**config.mk**
```make
export PLATFORM = sky130hd
export DESIGN_NAME = uart_cmd_ctrl
export DESIGN_NICKNAME = d
export VERILOG_FILES = /design/src/rtl/uart_cmd_pkg.sv /design/src/rtl/uart_cmd_timer.sv /design/src/rtl/uart_cmd_ctrl.sv
export SDC_FILE = /design/constraint.sdc
export NUM_CORES = 1
export LEC_CHECK = 0
export CAP_MARGIN = 20
export CORE_MARGIN = 3
export CORE_UTILIZATION = 46
export CTS_CLUSTER_SIZE = 20
export DETAILED_ROUTE_END_ITERATION = 8
export PLACE_DENSITY = 0.8
export SLEW_MARGIN = 20
export SYNTH_ARGS = -nofsm -noshare
export SYNTH_HDL_FRONTEND = slang
export SYNTH_SLANG_ARGS = --single-unit
```
**constraint.sdc**
```tcl
create_clock -name clk -period 2.3 [get_ports clk]
set_input_delay 0.46 -clock clk [delete_from_list [all_inputs] [get_ports clk]]
set_output_delay 0.46 -clock clk [all_outputs]
set_load 0.01 [all_outputs]
```
**src/rtl/uart_cmd_pkg.sv**
```systemverilog
// Shared definitions for the UART command-frame controller: FSM encoding,
// error codes, frame constants and payload sizing.
package uart_cmd_pkg;

   typedef enum logic [2:0] {
      StIdle = 3'd0,
      StOpc  = 3'd1,
      StLen  = 3'd2,
      StData = 3'd3,
      StCsum = 3'd4,
      StHold = 3'd5
   } state_e;

   localparam logic [1:0] ErrCsum    = 2'd0;
   localparam logic [1:0] ErrLen     = 2'd1;
   localparam logic [1:0] ErrTimeout = 2'd2;
   localparam logic [1:0] ErrOverrun = 2'd3;

   localparam logic [7:0]  SofByte  = 8'hA5;
   localparam int unsigned MaxLen   = 8;
   localparam int unsigned PayloadW = 64;

endpackage

```
**src/rtl/uart_cmd_timer.sv**
```systemverilog
// Inter-byte timeout counter. Counts while enabled, restarts on clear or when
// disabled, and flags expiry once the count reaches TIMEOUT_CLKS-1.
// Only instantiated when UART_CMD_TIMEOUT_EN is defined.
module uart_cmd_timer #(
   parameter int unsigned TIMEOUT_CLKS = 4340
) (
   input  logic clk,
   input  logic rst_n,
   input  logic clear,
   input  logic enable,
   output logic expired
);

   localparam int unsigned    CntW    = (TIMEOUT_CLKS > 2) ? $clog2(TIMEOUT_CLKS) : 1;
   localparam logic [CntW-1:0] LastCnt = CntW'(TIMEOUT_CLKS - 1);

   logic [CntW-1:0] r_cnt;

   // Counter: restart on clear/disable, saturate at the expiry value
   always_ff @(posedge clk or negedge rst_n) begin
      if (!rst_n) begin
         r_cnt <= '0;
      end else if (clear || !enable) begin
         r_cnt <= '0;
      end else if (!expired) begin
         r_cnt <= r_cnt + CntW'(1);
      end
   end

   // Expiry flag decoded from the count
   always_comb begin
      expired = (r_cnt == LastCnt);
   end

endmodule

```
**src/rtl/uart_cmd_ctrl.sv**
```systemverilog
// UART command-frame controller. Parses SOF, OPCODE, LEN, payload, CSUM from a
// byte stream, holds a checksum-good command until the consumer accepts it,
// and reports checksum/length/timeout/overrun errors as single-cycle pulses.
// Optional inter-byte timeout: define UART_CMD_TIMEOUT_EN.
module uart_cmd_ctrl
   import uart_cmd_pkg::*;
#(
   parameter int unsigned MAX_LEN      = MaxLen,
   parameter int unsigned TIMEOUT_CLKS = 4340
) (
   input  logic                clk,
   input  logic                rst_n,
   input  logic [7:0]          rx_data,
   input  logic                rx_valid,
   input  logic                cmd_ready,
   output logic                cmd_valid,
   output logic [7:0]          cmd_opcode,
   output logic [3:0]          cmd_len,
   output logic [PayloadW-1:0] cmd_payload,
   output logic                err_pulse,
   output logic [1:0]          err_code
);

   // Parameter sanity: payload port holds at most PayloadW/8 bytes
   if (MAX_LEN > PayloadW / 8) begin : g_bad_max_len
      $error("MAX_LEN exceeds payload capacity");
   end
   if (TIMEOUT_CLKS < 2) begin : g_bad_timeout
      $error("TIMEOUT_CLKS must be at least 2");
   end

   localparam logic [7:0] MaxLenB = 8'(MAX_LEN);

   state_e              r_state;
   state_e              w_state_nxt;
   logic [7:0]          r_opcode;
   logic [3:0]          r_len;
   logic [PayloadW-1:0] r_payload;
   logic [7:0]          r_xor;
   logic [2:0]          r_idx;
   logic                r_err_pulse;
   logic [1:0]          r_err_code;

   logic                w_err_fire;
   logic [1:0]          w_err_code;
   logic                w_last_byte;
   logic                w_timeout;

`ifdef UART_CMD_TIMEOUT_EN
   logic w_in_frame;
   logic w_expired;

   assign w_in_frame = (r_state == StOpc) || (r_state == StLen) ||
                       (r_state == StData) || (r_state == StCsum);

   uart_cmd_timer #(
      .TIMEOUT_CLKS (TIMEOUT_CLKS)
   ) u_timer (
      .clk     (clk),
      .rst_n   (rst_n),
      .clear   (rx_valid),
      .enable  (w_in_frame),
      .expired (w_expired)
   );

   // A byte arriving on the expiry edge wins over the timeout
   assign w_timeout = w_expired && w_in_frame && !rx_valid;
`else
   assign w_timeout = 1'b0;
`endif

   assign w_last_byte = ({1'b0, r_idx} == (r_len - 4'd1));

   // State register
   always_ff @(posedge clk or negedge rst_n) begin
      if (!rst_n) begin
         r_state <= StIdle;
      end else begin
         r_state <= w_state_nxt;
      end
   end

   // Next-state and error decode
   always_comb begin
      w_state_nxt = r_state;
      w_err_fire  = 1'b0;
      w_err_code  = r_err_code;
      if (w_timeout) begin
         w_state_nxt = StIdle;
         w_err_fire  = 1'b1;
         w_err_code  = ErrTimeout;
      end else begin
         unique case (r_state)
            StIdle: begin
               if (rx_valid && (rx_data == SofByte)) begin
                  w_state_nxt = StOpc;
               end
            end
            StOpc: begin
               if (rx_valid) begin
                  w_state_nxt = StLen;
               end
            end
            StLen: begin
               if (rx_valid) begin
                  if (rx_data > MaxLenB) begin
                     w_state_nxt = StIdle;
                     w_err_fire  = 1'b1;
                     w_err_code  = ErrLen;
                  end else if (rx_data == 8'd0) begin
                     w_state_nxt = StCsum;
                  end else begin
                     w_state_nxt = StData;
                  end
               end
            end
            StData: begin
               if (rx_valid && w_last_byte) begin
                  w_state_nxt = StCsum;
               end
            end
            StCsum: begin
               if (rx_valid) begin
                  if (rx_data == r_xor) begin
                     w_state_nxt = StHold;
                  end else begin
                     w_state_nxt = StIdle;
                     w_err_fire  = 1'b1;
                     w_err_code  = ErrCsum;
                  end
               end
            end
            StHold: begin
               // Overrun is flagged even when the handshake completes this cycle
               if (rx_valid) begin
                  w_err_fire = 1'b1;
                  w_err_code = ErrOverrun;
               end
               if (cmd_ready) begin
                  w_state_nxt = StIdle;
               end
            end
            default: begin
               w_state_nxt = StIdle;
            end
         endcase
      end
   end

   // Frame datapath: opcode, length, payload slots and running XOR
   always_ff @(posedge clk or negedge rst_n) begin
      if (!rst_n) begin
         r_opcode  <= '0;
         r_len     <= '0;
         r_payload <= '0;
         r_xor     <= '0;
         r_idx     <= '0;
      end else if (rx_valid) begin
         case (r_state)
            StIdle: begin
               if (rx_data == SofByte) begin
                  r_payload <= '0;
                  r_xor     <= '0;
                  r_idx     <= '0;
               end
            end
            StOpc: begin
               r_opcode <= rx_data;
               r_xor    <= rx_data;
            end
            StLen: begin
               r_xor <= r_xor ^ rx_data;
               if (rx_data <= MaxLenB) begin
                  r_len <= rx_data[3:0];
               end
            end
            StData: begin
               r_payload[{r_idx, 3'b000} +: 8] <= rx_data;
               r_xor                           <= r_xor ^ rx_data;
               r_idx                           <= r_idx + 3'd1;
            end
            default: begin
            end
         endcase
      end
   end

   // Error strobe and sticky error code
   always_ff @(posedge clk or negedge rst_n) begin
      if (!rst_n) begin
         r_err_pulse <= 1'b0;
         r_err_code  <= '0;
      end else begin
         r_err_pulse <= w_err_fire;
         if (w_err_fire) begin
            r_err_code <= w_err_code;
         end
      end
   end

   // Outputs driven from registered state only
   always_comb begin
      cmd_valid   = (r_state == StHold);
      cmd_opcode  = r_opcode;
      cmd_len     = r_len;
      cmd_payload = r_payload;
      err_pulse   = r_err_pulse;
      err_code    = r_err_code;
   end

endmodule
```
# ---- Yosys cells after proc, flatten, opt, wreduce, memory -nomap -nowiden
# Cells that the tools add are included.
# Widths: inputs -> output; s select.
dict set report totals {
  reg_bits 93
}
dict set report classes {
  order_cmp 2
  addsub 3
  n_bitwise 1
  n_eq_ne 18
  n_reduce_logical 14
  shift 2
  n_mux 29
}
# op count
set ops {}
lappend ops {{$pmux 64 s2} 1}
lappend ops {{$bwmux 64} 1}
lappend ops {{$mux 64} 1}
lappend ops {{$shift 8x8->64 const A} 1}
lappend ops {{$shiftx 8x8->64} 1}
lappend ops {{$mux 3} 10}
lappend ops {{$pmux 8 s3} 1}
lappend ops {{$ne 2x2->1 const B} 10}
lappend ops {{$pmux 3 s6} 1}
lappend ops {{$mux 2} 5}
lappend ops {{$reduce_and 3->1} 3}
lappend ops {{$eq 8x8->1} 1}
lappend ops {{$eq 8x8->1 const B} 1}
lappend ops {{$gt 8x4->1 const B} 1}
lappend ops {{$le 8x4->1 const B} 1}
lappend ops {{$logic_not 8->1} 1}
lappend ops {{$mux 8} 1}
lappend ops {{$neg 6->8} 1}
lappend ops {{$xor 8x8->8} 1}
lappend ops {{$reduce_and 7->1} 1}
lappend ops {{$eq 3x2->1 const B} 2}
lappend ops {{$eq 3x3->1 const B} 2}
lappend ops {{$pmux 2 s3} 1}
lappend ops {{$pmux 3 s2} 1}
lappend ops {{other kinds (13)} 19}

# ---- Depth between registers and ports, before layout
dict set report depth {
  word_depth 5
  depth_mapped 8
  mapped_depth_nobuf 8
}

# ---- Worst setup path after synthesis
# Ideal clock, no wire load.
dict set report synth_path {
  path_kind {register to register}
  start {register r_idx[0]}
  end {register r_payload[32] (netlist: cmd_payload[32])}
  path_stages_with_launch 9
  setup_ns 0.128
  t_arrival_ns 2.388
  setup_slack_ns -0.216
  required_time_ns 2.172
  cell_sequence {dfrtp_1 > inv_1 > ha_1 > ha_1 > nor4b_1 > o21ai_0 > nor3b_2 > nor2_2 > mux2i_1}
}
dict set report synth_via {
  elab_chain_len 4
}
# item line_no
set synth_rtl {}
lappend synth_rtl {{start, declared} uart_cmd_ctrl.sv:40} ;# logic [2:0] r_idx;
lappend synth_rtl {{start signal, assigned} uart_cmd_ctrl.sv:180} ;# r_idx <= r_idx + 3'd1;
lappend synth_rtl {{$neg 6->8 (*)} uart_cmd_ctrl.sv:178} ;# r_payload[{r_idx, 3'b000} +: 8] <= rx_data;
lappend synth_rtl {{$shiftx 8x8->64 / $shift 8x8->64 (equally long branches)} uart_cmd_ctrl.sv:178}
lappend synth_rtl {{$bwmux 64 (*)} uart_cmd_ctrl.sv:178}
lappend synth_rtl {{$pmux 64 s2 (*)} uart_cmd_ctrl.sv:159} ;# case (r_state)
lappend synth_rtl {{end signal, assigned by index} uart_cmd_ctrl.sv:178}
lappend synth_rtl {{end, declared} uart_cmd_ctrl.sv:38} ;# logic [PayloadW-1:0] r_payload;
# Mark *: on every way between the ends. The rest lies on a longest branch, timed or not.
# A chain may end at the register's enable or synchronous reset.

# ---- Worst setup path after layout
dict set report layout_path {
  start {input rx_data[6]}
  end {register r_err_code[0] (netlist: err_code[0])}
}
dict set report layout_via {
  elab_chain_len 5
}
# item line_no
set layout_rtl {}
lappend layout_rtl {{start, declared} uart_cmd_ctrl.sv:13} ;# input logic [7:0] rx_data,
lappend layout_rtl {{$gt 8x4->1 / $eq 8x8->1 (equally long branches)} {uart_cmd_ctrl.sv:106, uart_cmd_ctrl.sv:124}}
lappend layout_rtl {{$mux 1, on equally long branches} {uart_cmd_ctrl.sv:106, uart_cmd_ctrl.sv:124}}
lappend layout_rtl {{$mux 1, on equally long branches} {uart_cmd_ctrl.sv:105, uart_cmd_ctrl.sv:123}}
lappend layout_rtl {{$pmux 1 s3} uart_cmd_ctrl.sv:93} ;# unique case (r_state)
lappend layout_rtl {{$reduce_and 7->1 (no source line) (*)} --}
lappend layout_rtl {{end signal, assigned} uart_cmd_ctrl.sv:196} ;# r_err_code <= w_err_code;
lappend layout_rtl {{end, declared} uart_cmd_ctrl.sv:42} ;# logic [1:0] r_err_code;
# Marks and branches as above.

==> metrics.cfg <==
[cells_and_area]
area.growth.synth_to_final_pct=36.0
multi_input_area_um2=2020
layout-drive-gt1-share_pct=19.8
antenna_cells=0
seq_area_um2=2330
fin_nets=518
fin_area_um2=6020
fillers=746
utilization_pct=64.9

[drt]
first_iter_violations=163
detail_route.wl_per_cell_um=18.3
vias_per_cell=5.63
wirelength_mm=11.6
vias=3565
drc=0
drtAntennaViolNets=0
dr.pass1.iters=4

[power_and_ir_drop]
ir_drop_uv=500
leakage_uw=0.00255
p_per_area_nw_per_um2=936

[die]
die_area_um2=10800
start_util_pct=47.7
coreArea_um2=9280
rows=35
dieWidth_um=104
ios=92
die_y_um=104

[sta]
slew_headroom_pct=63.8
slew_violations=0
setup_violations=0
fin_skew_ns=0.0142
tightestPinTransition_ns=0.542
grt_setup_unrepaired=false
clock.fmax_ghz=0.451
hold_viol_final=0
fin_crit_sh_pct=96.4
post-route-min-period_ns=2.22
whs_ns=0.0683

[synth]
netlist_area_um2=4430
async_reset_ff_share_pct=100
yosys_warnings=0
synth-seq-area-share_pct=52.6
syn-num-nets=397
synth_ff_type=dfrtp_1
ys_types=52
synth_edf_count=0
postSynthAreaPerCell_um2=11.7
syn-instance-count=378
ys_seq_elements=93

[hold_path]
hold_path.class=primary input to async pin

[clocking]
clockBufferDepth=2
cts_tree=built
clk_latency_ns=0.37
holdBufCountCts=0
clockRootBuffer=clkbuf_8
clock_sinks=93
clk_transition_reported_paths_ns=0.10
cts_buffers=9
h-tree-depth=3

[placement]
place.gp.congestion=0.882
place_area_um2=5770
port_buffers=91
dp_hpwl_mm=8.15

[job]
maxCapViolCount=0

[global_routing]
grt_use_total_pct=21.4
grt_max_degree=42
grt_pass1_wl_mm=18.8
grt_pass1_vias=3643
grt_overflow=0
grt_antenna_before_repair=0

[critical_path]
crit_arrival_ns=2.47
crit_type=primary input to flop
start_kind=primary input
critPathCaptureType=flop
crit_fanout=11
required_ns=2.56

[run_status]
outcome=finished clean

## per-stage QoR
| step | worst slack (ns) | setup TNS, ns | std cells | power [uW] |
|---|---|---|---|---|
| global placement | -0.371 | -26.28 | 616 | 4350 |
| detailed placement | -0.451 | -29.62 | 616 | 4440 |
| floorplan | 0.0181 | 0 | 378 | 3490 |
| global route | 0.00261 | 0 | 633 | 5950 |
| CTS | 0.0263 | 0 | 632 | 5570 |
| finish | 0.0833 | 0 | 633 | 5640 |
## cell families after synthesis
group | count (synthesis) | share of synthesized area, %
AO/OA/AOI/OAI | 108 | 20.7
AND/OR/NAND/NOR | 99 | 13.8
flip-flops | 93 | 52.6
buffers and inverters | 37 | 3.33
multiplexers | 20 | 4.83
XOR/XNOR | 14 | 2.77
adder cells (fa/ha/maj) | 7 | 1.98
## cell usage after synthesis (5+ instances only)
cell type / n / area (um2)
a22o_1: 32 / 280
dfrtp_1: 93 / 2330
nor2_1: 8 / 30.0
xnor2_1: 5 / 43.8
mux2i_1: 9 / 90.1
clkbuf_1: 18 / 67.6
a41oi_4: 6 / 165
mux2_2: 11 / 124
o21ai_0: 38 / 190
nand3_1: 12 / 60.1
a32o_1: 18 / 180
nand2_1: 19 / 71.3
nor3_1: 6 / 30.0
ha_1: 7 / 87.6
inv_1: 12 / 45.0
a21oi_1: 5 / 25.0
xor2_1: 9 / 78.8
nor2b_1: 20 / 125
## registers in the layout (all words and copies together) (netlist names)
| signal | cells |
|---|---|
| cmd_payload | 64 |
| cmd_opcode | 8 |
| r_xor | 8 |
| cmd_len | 4 |
| r_idx | 3 |
| r_state | 3 |
| err_code | 2 |
| err_pulse | 1 |
## cell usage in the layout, fill, tap and decap left out, types with 2 or more instances in the layout
master and count:
a21oi_1 4, a22o_1 32, a32o_1 18, a41oi_4 6, and4_1 2, buf_12 3, buf_4 40, clkbuf_8 9
clkdlybuf4s50_1 89, dfrtp_1 92, ha_1 6, inv_1 12, inv_6 2, mux2_2 11, mux2i_1 9, nand2_1 18
nand3_1 12, nand3b_1 2, nand4_1 3, nor2_1 8, nor2b_1 20, nor3_1 6, nor3_2 3, nor4b_1 2
o21ai_0 35, o21ai_1 3, or2_2 2, or3_1 4, xnor2_1 5, xor2_1 9
## where the power goes
group          total, uW  internal [uW]  leakage (uW)  switching, uW
Sequential          2130           1930       0.00124            198
Clock               1140            518      0.000102            624
Combinational       2360           1100       0.00121           1260
## critical path, stage by stage
cell and delay (ns):
clkdlybuf4s50_1 0.42, buf_4 0.14, buf_4 0.19, xor2_1 0.17, nor3_1 0.31, a311oi_1 0.14, o21ai_0 0.27, mux2_2 0.37
## worst paths after layout
check	end	depth (start not counted)	start	slack [ns]
setup / recovery	err_code[0]$_DFFE_PN0P_	8	rx_data[6]	0.08
hold reg to reg	err_code[1]$_DFFE_PN0P_	1	err_code[1]$_DFFE_PN0P_	0.50
max in group asynchronous	cmd_payload[63]$_DFFE_PN0P_	2	rst_n	1.52
min in group clk	err_code[1]$_DFFE_PN0P_	1	err_code[1]$_DFFE_PN0P_	0.50
setup reg to reg	cmd_payload[39]$_DFFE_PN0P_	8	r_idx[0]$_DFFE_PN0P_	0.14
hold / removal	cmd_payload[4]$_DFFE_PN0P_	1	rst_n	0.07
## repair_timing
item                                    4_1_cts  5_1_grt
endpoints found under the setup margin       36       62
pin swaps                                     0        2
gates cloned                                  0        1
buffers inserted                              0        0
gates resized for setup                       4        9
## area by class of cell
class,instances,area share [%]
sequential,93,38.7
multi-input combinational,249,33.5
timing repair buffer,133,20.9
tap,129,2.68
clock buffer,9,2.06
clock inverter,7,1.33
inverter,13,0.810
## per-layer routing
layer	up-vias	track usage, %	share of wire, %	wire, um
met4	0	4.46	0.84	98
met5	-	0	0	0
met2	129	35.6	49	5720
met3	10	5.03	6.8	786
li1	1641	-	-	-
met1	1785	28.8	43	5000
Note: power is estimated with default switching activity, not from simulation.
